==> config.mk <==
export PLATFORM = sky130hd
export DESIGN_NAME = pipe_hazard_ctrl
export DESIGN_NICKNAME = d
export VERILOG_FILES = /design/src/rtl/pipe_hazard_ctrl.sv
export SDC_FILE = /design/constraint.sdc
export NUM_CORES = 1
export LEC_CHECK = 0
export CAP_MARGIN = 20
export CORE_MARGIN = 2
export CORE_UTILIZATION = 49
export DETAILED_ROUTE_END_ITERATION = 10
export PLACE_DENSITY = 0.81
export RECOVER_POWER = 25
export SYNTH_ARGS = -nofsm -noshare
export SYNTH_HDL_FRONTEND = slang
export SYNTH_SLANG_ARGS = --single-unit
==> constraint.sdc <==
create_clock -name clk -period 2.9 [get_ports clk]
set_input_delay 0.58 -clock clk [delete_from_list [all_inputs] [get_ports clk]]
set_output_delay 0.58 -clock clk [all_outputs]
set_load 0.02 [all_outputs]
==> src/rtl/pipe_hazard_ctrl.sv <==
// Pipeline sequencer for the 5-stage core: stage enables/flushes from load-use,
// EX redirects and data-memory wait states, plus EX forwarding selects.
module pipe_hazard_ctrl #(
  parameter int TIMEOUT = 16,
  parameter int CNT_W   = 16
) (
  input  logic             clk,
  input  logic             rst,
  input  logic [4:0]       ID_rs,
  input  logic [4:0]       ID_rt,
  input  logic             ID_uses_rs,
  input  logic             ID_uses_rt,
  input  logic [4:0]       EX_rs,
  input  logic [4:0]       EX_rt,
  input  logic             EX_memrd,
  input  logic             EX_wr_en,
  input  logic [4:0]       EX_wraddr,
  input  logic             EX_redirect,
  input  logic             MEM_wr_en,
  input  logic [4:0]       MEM_wraddr,
  input  logic             MEM_req,
  input  logic             WB_wr_en,
  input  logic [4:0]       WB_wraddr,
  input  logic             dmem_ack,
  output logic             dmem_req,
  output logic             pc_en,
  output logic             if_id_en,
  output logic             if_id_flush,
  output logic             id_ex_en,
  output logic             id_ex_flush,
  output logic             ex_mem_en,
  output logic             mem_wb_en,
  output logic [1:0]       fwd_a,
  output logic [1:0]       fwd_b,
  output logic [CNT_W-1:0] stall_cnt,
  output logic             err
);

  localparam logic [1:0] S_RUN   = 2'd0;
  localparam logic [1:0] S_WAIT  = 2'd1;
  localparam logic [1:0] S_ERROR = 2'd2;

  localparam logic [15:0] TIMEOUT_V = 16'(TIMEOUT);

  logic [1:0]  state;
  logic [1:0]  state_nxt;
  logic [15:0] wait_cnt;
  logic [15:0] wait_nxt;
  logic        lu;
  logic        ms;
  logic        run_rules;
  logic        ms_eff;

  assign lu = EX_memrd && EX_wr_en && (EX_wraddr != 5'd0) &&
              ((ID_uses_rs && (ID_rs == EX_wraddr)) ||
               (ID_uses_rt && (ID_rt == EX_wraddr)));

  assign ms = MEM_req && !dmem_ack;

  always_comb begin
    state_nxt = state;
    wait_nxt  = wait_cnt;
    run_rules = 1'b0;
    ms_eff    = 1'b0;
    case (state)
      S_RUN: begin
        run_rules = 1'b1;
        ms_eff    = ms;
        if (ms) begin
          state_nxt = S_WAIT;
          wait_nxt  = 16'd1;
        end
      end
      S_WAIT: begin
        if (dmem_ack) begin
          // The ack cycle behaves like RUN with the memory stall already cleared.
          run_rules = 1'b1;
          state_nxt = S_RUN;
          wait_nxt  = 16'd0;
        end else if (wait_cnt == TIMEOUT_V) begin
          state_nxt = S_ERROR;
        end else begin
          wait_nxt = wait_cnt + 16'd1;
        end
      end
      S_ERROR: begin
        state_nxt = S_ERROR;
      end
      default: begin
        state_nxt = S_RUN;
        wait_nxt  = 16'd0;
      end
    endcase
  end

  always_comb begin
    dmem_req    = 1'b0;
    pc_en       = 1'b0;
    if_id_en    = 1'b0;
    if_id_flush = 1'b0;
    id_ex_en    = 1'b0;
    id_ex_flush = 1'b0;
    ex_mem_en   = 1'b0;
    mem_wb_en   = 1'b0;
    if (rst) begin
      pc_en     = 1'b1;
      if_id_en  = 1'b1;
      id_ex_en  = 1'b1;
      ex_mem_en = 1'b1;
      mem_wb_en = 1'b1;
    end else if (run_rules) begin
      dmem_req = MEM_req;
      if (!ms_eff) begin
        pc_en     = 1'b1;
        id_ex_en  = 1'b1;
        ex_mem_en = 1'b1;
        mem_wb_en = 1'b1;
        if (EX_redirect) begin
          if_id_en    = 1'b1;
          if_id_flush = 1'b1;
          id_ex_flush = 1'b1;
        end else if (lu) begin
          // Hold PC and IF/ID, inject a single bubble into ID/EX.
          pc_en       = 1'b0;
          id_ex_flush = 1'b1;
        end else begin
          if_id_en = 1'b1;
        end
      end
    end else if (state == S_WAIT) begin
      dmem_req = 1'b1;
    end
  end

  always_comb begin
    fwd_a = 2'b00;
    if (MEM_wr_en && (MEM_wraddr != 5'd0) && (MEM_wraddr == EX_rs)) begin
      fwd_a = 2'b01;
    end else if (WB_wr_en && (WB_wraddr != 5'd0) && (WB_wraddr == EX_rs)) begin
      fwd_a = 2'b10;
    end
  end

  always_comb begin
    fwd_b = 2'b00;
    if (MEM_wr_en && (MEM_wraddr != 5'd0) && (MEM_wraddr == EX_rt)) begin
      fwd_b = 2'b01;
    end else if (WB_wr_en && (WB_wraddr != 5'd0) && (WB_wraddr == EX_rt)) begin
      fwd_b = 2'b10;
    end
  end

  always_ff @(posedge clk or posedge rst) begin
    if (rst) begin
      state    <= S_RUN;
      wait_cnt <= 16'd0;
    end else begin
      state    <= state_nxt;
      wait_cnt <= wait_nxt;
    end
  end

  always_ff @(posedge clk or posedge rst) begin
    if (rst) begin
      stall_cnt <= '0;
    end else if (!pc_en && (stall_cnt != {CNT_W{1'b1}})) begin
      stall_cnt <= stall_cnt + 1'b1;
    end
  end

  assign err = (state == S_ERROR);

endmodule

======== Word level (Yosys, flattened, before mapping) ========
Index checks and enable logic that the tools add are counted.
storage, ports and cells
  register bits ........................... 34
  input bits .............................. 46
  output and inout port bits .............. 29
operators by class
  $add $sub $neg .......................... 2
  equality and inequality tests ........... 13
  muxes and demuxes ....................... 35
  bitwise gates (word level) .............. 1
  reduce and logical (&&, ||, !) cells .... 22
operator list
  kind                                                              count
  16-bit 2-to-1 mux                                                 3
  16-bit case mux with 3 select lines                               1
  16-bit by 1-bit adder with 16-bit output, second input constant   2
  5-bit == test                                                     6
  1-bit 2-to-1 mux                                                  22
  16-bit by 5-bit == test with 1-bit output, second input constant  1
  16-bit inequality test, second input constant                     1
  5-bit nonzero test                                                3
  2-bit 2-to-1 mux                                                  7
  1-bit logical AND                                                 13
  3-bit inequality test, second input constant                      2
  2-bit case mux with 3 select lines                                1
  3-bit AND reduction                                               1
  2-bit by 1-bit == test with 1-bit output, second input constant   1
  2-bit == test, second input constant                              1
  1-bit zero test                                                   2
  2-bit zero test                                                   1
  2-bit inequality test, second input constant                      1
  1-bit case mux with 2 select lines                                1
  2-bit AND reduction                                               1
  1-bit logical OR                                                  1
  1-bit inverter                                                    1

======== Logic depth before layout (Yosys ltp) ========
Gate-level depths: netlist of the first run.
  depth in word-level cells ............... 11
  mapped depth ............................ 8
  gate-level depth less buffers ........... 8

======== Least setup slack after synthesis of the first run ========
Ideal clock, no wire load.
  kind .................................... in2out
  start ................................... input port MEM_wraddr[1]
  end ..................................... output port fwd_a[1]
  arrival ................................. 2.141 ns
  required time ........................... 2.320 ns
  slack ................................... 0.179 ns
  stages .................................. 4
  cell sequence ........................... or4_1 o21ai_1 nor4_1 nor4_1
on the way
  longest elaborated chain between the ends .. 4
  elaborated cells on any way between the ends .. 5
RTL lines
  item                   line  RTL
  start: declaration     20    input logic [4:0] MEM_wraddr,
  5-bit nonzero test     137   if (MEM_wr_en && (MEM_wraddr != 5'd0) && (MEM_wraddr == EX_rs)) begin
  1-bit logical AND      137
  1-bit logical AND (*)  137
  2-bit 2-to-1 mux (*)   137
  end: declaration       33    output logic [1:0] fwd_a,
Every way passes the cells marked *; elsewhere a longest branch is shown, timed or not.

======== Worst setup path after layout of the first run ========
  start ................................... input port WB_wraddr[0]
  end ..................................... output port fwd_b[1]
on the way
  longest elaborated chain between the ends .. 5
  elaborated cells on any way between the ends .. 6
RTL lines
  item                   line  RTL
  start: declaration     23    input logic [4:0] WB_wraddr,
  5-bit nonzero test     148   end else if (WB_wr_en && (WB_wraddr != 5'd0) && (WB_wraddr == EX_rt)) begin
  1-bit logical AND      148
  1-bit logical AND (*)  148
  2-bit 2-to-1 mux (*)   148
  2-bit 2-to-1 mux (*)   146   if (MEM_wr_en && (MEM_wraddr != 5'd0) && (MEM_wraddr == EX_rt)) begin
  end: declaration       34    output logic [1:0] fwd_b,
Marked as above.

==> metrics.cfg, run 1 <==
[timing]
tightest_slew_ns = 1.84
min_period_over_period = 0.997
hold_viol_final = 0
timing.final.crit_period_ns = 2.89
fin_tns_setup_ns = 0
hold_ws_ns = 0.514
fin_skew_ns = 0.00969
slew_violations = 35
slew-limit-headroom = -0.230
final-setup-viol-count = 0
setup_ws_ns = 0.00794
max_freq_ghz = 0.346
rsz0062_at_grt = yes

[cts]
htree_num_levels = 2
insertion_delay_ns = 0.29
cts_buffers = 5
cts_sinks = 34
clkTransAtPathRegs_ns = 0.07
cts_post_setup_buffers_inserted = 0
tritoncts = built
clockRootBuffer = clkbuf_8
ctsHoldBuffers = 0
cts_buffer_depth = 2

[logic_synthesis]
syn_area_um2 = 2220
ys.flop_type = dfrtp_1
seq_area_frac_synth = 0.384
postSynthCellCount = 247
syn_avg_cell_area_um2 = 8.97
ys_ff_latch = 34
yosys_warnings = 0
async_flop_share = 1.00
synth_edf_count = 0
synth.distinct_cells = 40
syn_nets = 296

[cells_and_area]
fin_util = 0.776
antennaDiodeCount = 0
area_growth_pct = 52.5
nNetsFinal = 399
drive_above_1_share = 0.148
final_cell_mix = clkdlybuf4s50_1 (65), dfrtp_1 (34), xnor2_1 (28), buf_4 (28), nor2_1 (26)
final_common_cell = clkdlybuf4s50_1

[place]
place_congestion = 0.880
hpwl_um = 4750
io_buffers = 74
dp_slack_ns = -0.522

[die]
fp.dieH_um = 71.2
pin_count = 75
die_area_um2 = 5080
die_w_um = 71.2
initial_core_util = 0.509
core_um2 = 4350
rows = 24

[power]
p_clk_frac = 0.316
p_switching_uw = 540
finalPower_uw = 1690
power.internal_uw = 1150
seq_power_share = 0.376
pwr-share-comb = 0.308
p_sw_frac = 0.319
peakVddDrop_mv = 0.644
p_leak_uw = 0.00139
power_density_nw_per_um2 = 500

[worst_setup_path]
worstPathRequired_ns = 2.32
crit_type = input port to output port
endpoint_kind = output port
crit_path_start_kind = input port
crit_fanout = 3
arrival_ns = 2.31

[global_route]
grt.overflow.total = 0
grt_pass1_wl_um = 10700
grt_pass1_vias = 2279
antenna_found_initial = 0
grt_max_degree = 35
grt.total_usage = 0.262

[status]
status = complete, but fails checks
failed_checks = capacitance limit, slew limit

[drt]
drt-vias-per-instance = 5.51
drt_iter0_markers = 205
routed_wirelength_um = 6480
dr.pass1.iters = 4
antenna_left = 0
drc_errors = 0
vias = 2219
wl_per_cell_um = 16.1

[flow_run]
drv_cap = 1

[worst_hold_path]
holdCritPathClass = flop to flop

## cell families after synthesis
family / count (synthesis) / synth area share
xor+xnor: 53 / 0.209
simple gates: 109 / 0.256
fa+ha+maj: 3 / 0.0169
buf+inv: 15 / 0.0344
compound gates: 31 / 0.0892
flops: 34 / 0.384
mux: 2 / 0.0102
## sequential cells by signal, indices dropped and copies added (netlist names)
signal,flops
stall_cnt,16
state,2
wait_cnt,16
## metal layers
layer	vias to the layer above	GRT usage	part of all wire
li1	1090	-	-
met4	0	0.0608	0.0071
met5	-	0	0
met2	51	0.461	0.54
met3	6	0.0408	0.025
met1	1072	0.340	0.43
## synthesized netlist by cell type, types with 2 or more instances
master	n	share of area
o22ai_1	2	0.0056
xor2_1	25	0.099
clkbuf_1	2	0.0034
nor2_1	26	0.044
ha_1	3	0.017
a31oi_1	2	0.0056
buf_4	3	0.010
inv_2	2	0.0034
and3b_1	2	0.0079
nor3_1	6	0.014
dfrtp_1	34	0.38
o31ai_1	3	0.010
nand3_1	15	0.034
inv_1	6	0.010
xnor2_1	28	0.11
or3_1	2	0.0056
nand4_1	11	0.031
a21oi_1	4	0.0090
nand2_1	18	0.030
and3_1	2	0.0056
nor4_1	15	0.042
mux2_1	2	0.010
nand2b_1	3	0.0085
or4_1	4	0.014
o21ai_1	12	0.027
## power by group through the flow
stage	logic [µW]	clock network [µW]	registers (µW)
global placement	496	0	633
floorplan	180	0	681
finish	521	534	635
detailed placement	510	0	636
global route	556	558	648
CTS	518	540	632
## critical path, stage by stage
cell             delay (ns)
clkdlybuf4s50_1        0.55
o21ai_1                0.10
or4_1                  0.53
nor4_1                 0.32
buf_2                  0.23
## final timing paths
| path | start | cells past startpoint | slack [ns] | end |
|---|---|---|---|---|
| max reg2reg | stall_cnt[6]$_DFFE_PP0P_ | 6 | 0.57 | stall_cnt[1]$_DFFE_PP0P_ |
| min | stall_cnt[9]$_DFFE_PP0P_ | 1 | 0.51 | stall_cnt[9]$_DFFE_PP0P_ |
| max in group asynchronous | rst | 3 | 0.41 | stall_cnt[7]$_DFFE_PP0P_ |
| max | WB_wraddr[0] | 5 | 0.008 | fwd_b[1] |
| min in group asynchronous | rst | 3 | 1.42 | state[1]$_DFFE_PP0P_ |
| min reg2reg | stall_cnt[9]$_DFFE_PP0P_ | 1 | 0.51 | stall_cnt[9]$_DFFE_PP0P_ |
## layout make-up
type | instances | area (µm²)
clock inverters | 3 | 68.8
flip-flops and latches | 34 | 851
multi-input cells | 198 | 1350
well taps | 52 | 65.1
inverters | 8 | 30.0
fillers | 314 | 976
repair buffers | 103 | 950
clock buffers | 5 | 68.8
## timing repair
item / 4_1_cts / 5_1_grt
endpoints found under the setup margin: 7 / 7
resized for setup: 25 / 10
endpoints found under the hold margin: 0 / 0
pin swaps: 1 / 3
## stage by stage
step	area, µm²	std cells
2_1_floorplan	2220	247
3_3_place_gp	3210	395
3_5_place_dp	3210	395
4_1_cts	3360	403
5_1_grt	3380	403
6_report	3380	403
(Power assumes the default switching activity.)
==> run 2: changes to the inputs <==
--- a/config.mk
+++ b/config.mk
@@ -11,6 +11,7 @@
 export DETAILED_ROUTE_END_ITERATION = 10
 export PLACE_DENSITY = 0.81
 export RECOVER_POWER = 25
+export SLEW_MARGIN = 20
 export SYNTH_ARGS = -nofsm -noshare
 export SYNTH_HDL_FRONTEND = slang
 export SYNTH_SLANG_ARGS = --single-unit
==> results of run 2 <==
The final DEF is identical to that of run 1; final timing and power are the same.
==> run 3: changes to the inputs <==
--- a/config.mk
+++ b/config.mk
@@ -11,6 +11,7 @@
 export DETAILED_ROUTE_END_ITERATION = 10
 export PLACE_DENSITY = 0.81
 export RECOVER_POWER = 25
+export REMOVE_ABC_BUFFERS = 1
 export SLEW_MARGIN = 20
 export SYNTH_ARGS = -nofsm -noshare
 export SYNTH_HDL_FRONTEND = slang
==> run 3 against run 2 <==
  * The flow finishes with violations (setup timing)
  * Clock power shrank 17%
  * Setup slack got worse by 0.019 ns
  * Register-to-register slack better by 0.04 ns
  * Maximum frequency down 0.66%
  * Clock skew is essentially flat
  * Final cell count down 0.74%
  * Sequential power is essentially flat
  * Via count down 1.3%
  * First-iteration DRC count is 43% lower
  * Utilization down 1.6 points
  * Largest cell class unchanged
==> metrics.cfg, run 3 (synthesized netlist as in run 1, its figures left out) <==
[timing]
max_freq_ghz = 0.343
tightest_slew_ns = 0.853
setup_ws_ns = -0.0114
rsz0062_at_grt = yes
slew_violations = 0
timing.final.crit_period_ns = 2.91
slew-limit-headroom = 0.431
fin_skew_ns = 0.00936
fin_tns_setup_ns = -0.0114
final-setup-viol-count = 1
hold_viol_final = 0
min_period_over_period = 1.00
hold_ws_ns = 0.503

[power]
p_clk_frac = 0.278
peakVddDrop_mv = 0.584
finalPower_uw = 1590
p_leak_uw = 0.00136
p_sw_frac = 0.319
power.internal_uw = 1080
pwr-share-comb = 0.322
seq_power_share = 0.400
p_switching_uw = 506
power_density_nw_per_um2 = 479

[place]
hpwl_um = 4740
place_congestion = 0.998
io_buffers = 74
placed_cells = 393
dp_slack_ns = -0.442

[worst_setup_path]
critPathMaxStageDelay_ns = 0.55
r2r_cells = 8
path_depth = 6
cp_num_buf_inv = 2
cp_cell_sequence = clkdlybuf4s50_1 -> or4_1 -> o21ai_2 -> nor4_1 -> nor4_1 -> buf_2
crit_fanout = 2
crit_path_start_kind = input port
endpoint_kind = output port
slowest_stage = or4_1
critical-path-top-delay-family = simple AND/OR/NAND/NOR gates
cpMostUsedCell = nor4_1
arrival_ns = 2.33
worstPathRequired_ns = 2.32
crit_type = input port to output port

[drt]
wl_per_cell_um = 15.5
antenna_left = 0
drc_errors = 0
drt_iter0_markers = 116
drt-vias-per-instance = 5.48
vias = 2191
routed_wirelength_um = 6190
dr.pass1.iters = 4

[cells_and_area]
fin_cells = 400
area_growth_pct = 49.2
reg.largest.list = stall_cnt x16, wait_cnt x16, state x2
drive_above_1_share = 0.138
final_cell_mix = clkdlybuf4s50_1 (65), dfrtp_1 (34), xnor2_1 (28)
antennaDiodeCount = 0
final_common_cell = clkdlybuf4s50_1
nNetsFinal = 397

[cts]
cts_buffer_depth = 2
tritoncts = built
cts_sinks = 34
clockRootBuffer = clkbuf_8
clkTransAtPathRegs_ns = 0.07
cts_post_setup_buffers_inserted = 0
cts_buffers = 5
insertion_delay_ns = 0.29
htree_num_levels = 2

[worst_hold_path]
holdPathStages = 1
holdCritPathClass = flop to flop

[status]
failed_checks = setup timing
status = complete, but fails checks

[global_route]
grt.overflow.total = 0
grt.total_usage = 0.256
grt_pass1_vias = 2196
grt_pass1_wl_um = 10300
grt_max_degree = 35
antenna_found_initial = 0

[die]
initial_core_util = 0.509
die_area_um2 = 5080
die_w_um = 71.2
core_um2 = 4350
rows = 24
pin_count = 75
fp.dieH_um = 71.2

[flow_run]
drv_cap = 0

[run 3: cell types whose count changed in the layout (fill, tap and decap cells not counted), sizes merged]
cell / before / now
buf: 31 / 28
bufinv: 2 / 1
clkbuf: 7 / 9
clkinv: 1 / 0
dlygate4sd2: 3 / 2
dlygate4sd3: 0 / 1
[run 3: path summary, 6_finish.rpt]
check                      slack (ns)                      from                   endpoint
max in group asynchronous        1.25                       rst   stall_cnt[1]$_DFFE_PP0P_
setup reg to reg                 0.61  stall_cnt[0]$_DFFE_PP0P_  stall_cnt[11]$_DFFE_PP0P_
min in group asynchronous        1.11                       rst    wait_cnt[0]$_DFFE_PP0P_
hold / removal                   0.50  stall_cnt[9]$_DFFE_PP0P_   stall_cnt[9]$_DFFE_PP0P_
setup / recovery                -0.01             MEM_wraddr[1]                   fwd_b[1]
hold reg to reg                  0.50  stall_cnt[9]$_DFFE_PP0P_   stall_cnt[9]$_DFFE_PP0P_
[run 3: what timing repair did]
item | 4_1_cts | 5_1_grt
hold endpoints to repair | 0 | 0
gates resized for setup | 21 | 10
setup endpoints to repair | 7 | 6
gates cloned | 0 | 0
hold buffers | 0 | 0
pin swaps | 0 | 2
[run 3: area by class of cell]
cell class / instances / area (µm²)
Tap cell: 52 / 65.1
Multi-Input combinational cell: 198 / 1320
Timing Repair Buffer: 101 / 925
Clock buffer: 6 / 82.6
Clock inverter: 1 / 30.0
Inverter: 8 / 30.0
Fill cell: 302 / 1050
Sequential cell: 34 / 851
[run 3: layer usage]
metal,vias to the layer above,share of wire,track usage
met5,-,0,0
met4,0,0.020,0.0839
met3,12,0.032,0.0366
met2,54,0.49,0.430
met1,1053,0.46,0.342
li1,1072,-,-
[run 3: power groups by stage]
stage / logic (µW) / registers [µW] / clock network (µW)
final: 510 / 634 / 441
after global routing: 544 / 644 / 467
after floorplan: 170 / 684 / 0
after CTS: 510 / 632 / 448
after detailed placement: 505 / 637 / 0
after global placement: 493 / 635 / 0
[run 3: metrics by stage]
stage / area (µm²) / util
5_1_grt: 3310 / 0.759
6_report: 3310 / 0.759
3_3_place_gp: 3180 / 0.730
3_5_place_dp: 3180 / 0.730
4_1_cts: 3290 / 0.755
2_1_floorplan: 2170 / -
